**src/rtl/alu_seq.sv**
```systemverilog
// alu_seq: sequential ALU with WIDTH-bit unsigned operands and a 2*WIDTH-bit
// registered result. Single-cycle ops finish in IDLE. Multiply is a
// WIDTH-cycle shift-add. A persistent accumulator backs ACC/CLR.
module alu_seq #(
  parameter int unsigned WIDTH = 3
) (
  input  logic                 clk,
  input  logic                 rst,
  input  logic                 start,
  input  logic [WIDTH-1:0]     portA,
  input  logic [WIDTH-1:0]     portB,
  input  logic [2:0]           opcode,
  output logic [2*WIDTH-1:0]   out,
  output logic                 busy,
  output logic                 done,
  output logic                 zero
);

  localparam int unsigned RW = 2 * WIDTH;
  localparam int unsigned CW = (WIDTH > 1) ? $clog2(WIDTH) : 1;

  localparam logic [2:0] OP_ADD = 3'd0;
  localparam logic [2:0] OP_SUB = 3'd1;
  localparam logic [2:0] OP_MUL = 3'd2;
  localparam logic [2:0] OP_AND = 3'd3;
  localparam logic [2:0] OP_OR  = 3'd4;
  localparam logic [2:0] OP_XOR = 3'd5;
  localparam logic [2:0] OP_ACC = 3'd6;
  localparam logic [2:0] OP_CLR = 3'd7;

  typedef enum logic {S_IDLE = 1'b0, S_MUL = 1'b1} state_t;

  state_t          state_q, state_n;
  logic [RW-1:0]   a_q, a_n;
  logic [WIDTH-1:0] b_q, b_n;
  logic [RW-1:0]   prod_q, prod_n;
  logic [CW-1:0]   cnt_q, cnt_n;
  logic [RW-1:0]   acc_q, acc_n;
  logic [RW-1:0]   out_q, out_n;
  logic            zero_q, zero_n;
  logic            done_q, done_n;
  logic [RW-1:0]   ax, bx;
  logic            last_step;

  assign ax        = RW'(portA);
  assign bx        = RW'(portB);
  assign last_step = (cnt_q == CW'(WIDTH - 1));

  // State register
  always_ff @(posedge clk) begin
    if (rst) begin
      state_q <= S_IDLE;
    end else begin
      state_q <= state_n;
    end
  end

  // Next-state: enter MUL on an accepted multiply, leave after WIDTH steps
  always_comb begin
    state_n = state_q;
    if (state_q == S_IDLE) begin
      if (start && (opcode == OP_MUL)) begin
        state_n = S_MUL;
      end
    end else begin
      if (last_step) begin
        state_n = S_IDLE;
      end
    end
  end

  // Datapath next values: single-cycle ops, operand capture, shift-add steps
  always_comb begin
    a_n    = a_q;
    b_n    = b_q;
    prod_n = prod_q;
    cnt_n  = cnt_q;
    acc_n  = acc_q;
    out_n  = out_q;
    zero_n = zero_q;
    done_n = 1'b0;
    if (state_q == S_IDLE) begin
      if (start) begin
        case (opcode)
          OP_ADD: out_n = ax + bx;
          OP_SUB: out_n = ax - bx;
          OP_AND: out_n = ax & bx;
          OP_OR:  out_n = ax | bx;
          OP_XOR: out_n = ax ^ bx;
          OP_ACC: begin
            acc_n = acc_q + ax;
            out_n = acc_q + ax;
          end
          OP_CLR: begin
            acc_n = '0;
            out_n = '0;
          end
          default: begin
            a_n    = ax;
            b_n    = portB;
            prod_n = '0;
            cnt_n  = '0;
          end
        endcase
        if (opcode != OP_MUL) begin
          done_n = 1'b1;
          zero_n = (out_n == '0);
        end
      end
    end else begin
      prod_n = prod_q + (b_q[cnt_q] ? (a_q << cnt_q) : '0);
      cnt_n  = cnt_q + CW'(1);
      if (last_step) begin
        out_n  = prod_n;
        zero_n = (prod_n == '0);
        done_n = 1'b1;
      end
    end
  end

  // Datapath registers
  always_ff @(posedge clk) begin
    if (rst) begin
      a_q    <= '0;
      b_q    <= '0;
      prod_q <= '0;
      cnt_q  <= '0;
      acc_q  <= '0;
      out_q  <= '0;
      zero_q <= 1'b0;
      done_q <= 1'b0;
    end else begin
      a_q    <= a_n;
      b_q    <= b_n;
      prod_q <= prod_n;
      cnt_q  <= cnt_n;
      acc_q  <= acc_n;
      out_q  <= out_n;
      zero_q <= zero_n;
      done_q <= done_n;
    end
  end

  assign out  = out_q;
  assign zero = zero_q;
  assign done = done_q;
  assign busy = (state_q == S_MUL);

endmodule

```
**config.mk**
```make
export PLATFORM = sky130hd
export DESIGN_NAME = alu_seq
export DESIGN_NICKNAME = d
export VERILOG_FILES = /design/src/rtl/alu_seq.sv
export SDC_FILE = /design/constraint.sdc
export NUM_CORES = 1
export LEC_CHECK = 0
export CORE_ASPECT_RATIO = 1.75
export CORE_MARGIN = 10
export CORE_UTILIZATION = 52
export DETAILED_ROUTE_END_ITERATION = 7
export GPL_TIMING_DRIVEN = 0
export PLACE_DENSITY = 0.77
export SLEW_MARGIN = 20
export SYNTH_ARGS = -nofsm -noshare
export SYNTH_HDL_FRONTEND = slang
export SYNTH_SLANG_ARGS = --single-unit
```
**constraint.sdc**
```tcl
create_clock -name clk -period 2.6 [get_ports clk]
set_input_delay 0.65 -clock clk [delete_from_list [all_inputs] [get_ports clk]]
set_output_delay 0.65 -clock clk [all_outputs]
set_load 0.1 [all_outputs]
```
==> flow_summary.ini <==
[global_route]
track_usage_pct = 16.5
grt_pass1_vias = 2038
grt_pass1_wl_um = 9280
grt_remaining_overflow = 0
grt_max_degree = 11
antenna_found_initial = 0

[route]
avgRoutedWirePerCell_um = 16.5
drtIter0Drc = 52
first_pass_iters = 4
avgViaCountPerCell = 5.86
num_vias = 1986
wl_um = 5610
post-route-drc-count = 0
ant_nets = 0

[yosys]
seq_area_frac_synth_pct = 26.8
async_reset_ff_share_pct = 0
syn_area_per_cell_um2 = 8.18
synthCells = 265
synth_edf_count = 0
syn_nets = 299
ys_types = 54
synth_ff_type = dfxtp_1
synth_area_um2 = 2170
synth_seq_cells = 29
ys_warn_count = 0

[cells_and_area]
final_nets = 323
fillCellCount = 365
syn_to_final_growth_pct = 18.2
drive_above_1_share_pct = 13.8
postLayoutCoreUtil_pct = 62.9
n_antenna_cell = 0

[cts]
cts_tree = done
postCtsSetupBuffers = 0
htreeDepth = 2
clkLatencyLatePin_ps = 290
root_buffer = clkbuf_8
cts_max_path_buffers = 2
clk_pin_slew_worst_paths_ps = 60
clock-sinks = 29
numCtsBuffers = 5

[critical_path]
ff2ff_setup_slack_ps = 110
critPathSlowestCell = mux4_2
slowest_delay_ps = 470
critPathRequiredTime_ps = 2830
end_kind = flip-flop
r2r-end = out[5]
r2r_cells = 9
r2r-start = cnt_q[1]
crit_path_max_fanout = 4
worstPathArrival_ps = 2790
worstPathCellList = buf_2, inv_2, ha_4, inv_1, fa_1, mux4_2, mux2i_2, nand2_1, a2111oi_2, a31o_1
start_kind = input pin
worstSetupPathType = input pin to flip-flop

[timing]
slew_headroom_pct = 33.7
timing.final.crit_share_pct = 98.6
finalSetupViolations = 0
fin_crit_ps = 2560
rsz0062_at_grt = yes
finalWorstSetupSlack_ps = 35.7
setup_tns_ps = 0
slew_viol_final = 0
finalHoldViolCount = 0
tightest_slew_ps = 992
fmax_mhz = 390
fin_skew_ps = 6.80

[floorplan]
io_pins = 21
die_area_um2 = 7250
die_h_um = 105
fp-row-count = 31
die_x_um = 68.8
initial_core_util_pct = 53.2
core_area_um2 = 4070

[power_and_ir_drop]
p_leak_nw = 1.04
worst_ir_drop_vdd_mv = 0.373
powerDensity_nw_per_um2 = 454

[run]
drv_cap = 0

[place]
dp_hpwl_um = 4570
io_buffers = 19
place_congestion = 0.899
place_ws_ps = -807

[worst_hold_path]
min_path_type = flip-flop to flip-flop
min_to = prod_q[4]
hp-start = prod_q[4]
worstHoldPathCells = 2

[run_status]
outcome = finished clean
-- cell families after synthesis --
group                      Yosys count  synth area share (%)
AOI/OAI and AO/OA                   74                  22.1
xor gates and xnor gates             6                  2.42
adders and majority gates           22                  14.1
buffers and inverters               30                  5.89
DFF                                 29                  26.8
muxes                                9                  4.85
and+or+nand+nor                     95                  23.8
-- power by group --
part,switching [mW],internal [mW]
registers,0.0120,0.456
clock network,0.175,0.239
logic,0.184,0.0955
total,0.371,0.791
-- metrics by stage --
stage               power, mW  cell area, um^2  cells  hold slack, ps
detailed placement      0.752             2420    333             457
finish                   1.16             2560    339             466
global placement        0.748             2420    333             448
global route             1.21             2560    339             500
floorplan               0.671             2170    265             441
CTS                      1.16             2530    339             465
-- registers in the layout (all words and copies together), names as in the netlist --
register and flops:
a_q 3, acc_q 6, prod_q 6, done 1
cnt_q 2, busy 1, b_q 3, out 6
zero 1
-- cell usage after synthesis, types with 2 or more instances --
master	instances	share of area [%]
a21oi_1	31	7.2
dfxtp_1	29	27
nand2_1	22	3.8
nor2_1	19	3.3
ha_1	18	10
inv_1	16	2.8
nand3_1	11	2.5
clkbuf_1	9	1.6
nor2b_1	9	2.6
mux2i_1	6	2.8
nand2b_1	6	1.7
a21o_1	5	1.7
a22oi_1	5	1.7
nand3b_1	5	1.7
nor3b_1	5	1.7
o21ai_0	5	1.2
a211oi_1	4	1.4
fa_1	4	3.7
nor3_1	4	0.92
xnor2_1	4	1.6
buf_2	3	0.69
o21ai_1	3	0.69
a22o_1	2	0.81
a31oi_1	2	0.58
and3_1	2	0.58
mux2_2	2	1.0
o211ai_1	2	0.69
o21bai_1	2	0.69
o31ai_1	2	0.69
o41ai_1	2	0.81
or3_1	2	0.58
xor2_1	2	0.81
-- critical path: cells and delay by family --
kind	cells	cell delay [ps]
simple gates	1	100
compound gates	2	550
buf+inv	3	270
mux	2	670
fa+ha+maj	2	560
-- layout by cell type (no fill, tap or decap), types with 3 or more instances in the layout --
master | synthesis | routed
o21ai_0 | 5 | 5
nand2_1 | 22 | 22
dfxtp_1 | 29 | 27
clkdlybuf4s50_1 | 0 | 12
nand3_1 | 11 | 11
nand2b_1 | 6 | 6
a22oi_1 | 5 | 5
mux2i_1 | 6 | 5
a211oi_1 | 4 | 4
xnor2_1 | 4 | 4
clkbuf_1 | 9 | 7
clkbuf_2 | 0 | 3
fa_1 | 4 | 3
a21o_1 | 5 | 5
inv_1 | 16 | 15
o21ai_1 | 3 | 3
nand3b_1 | 5 | 5
clkbuf_8 | 0 | 7
nor2b_1 | 9 | 9
nor3b_1 | 5 | 5
a21oi_1 | 31 | 30
nor3_1 | 4 | 4
nor2_1 | 19 | 18
ha_1 | 18 | 15
-- area by class of cell --
class	count	area, um^2	area share [%]
buffer	12	65.1	2.54
sequential	29	586	22.9
timing repair buffer	19	174	6.79
clock inverter	1	5.00	0.195
multi-input combinational	206	1520	59.1
inverter	16	60.1	2.34
tap	49	61.3	2.39
clock buffer	7	96.3	3.76
-- worst max path at each step --
stage | from | endpoint | slack (ps) | cells past startpoint
floorplan | portA[0] | zero | 70 | 9
global placement | portA[0] | zero | -750 | 10
detailed placement | portA[0] | zero | -810 | 10
CTS | portA[1] | zero | -6 | 8
global route | cnt_q[1] | out[5] | -70 | 9
finish | portA[0] | zero | 40 | 10
-- layer usage --
layer / routed length [um] / up-vias / track usage [%] / share of wire (%)
met5: 0 / - / 0 / 0
met1: 2050 / 919 / 15.9 / 37
met3: 181 / 21 / 2.76 / 3.2
li1: - / 1001 / - / -
met2: 3090 / 45 / 30.2 / 55
met4: 283 / 0 / 10.1 / 5.0
-- what timing repair did --
| item | 4_1_cts | 5_1_grt |
|---|---|---|
| setup endpoints to repair | 7 | 14 |
| resized for setup | 15 | 21 |
| hold buffers | 0 | 0 |
| gates cloned | 0 | 0 |
| pin swaps | 2 | 3 |
No activity file was read; power rests on OpenSTA's default activity.
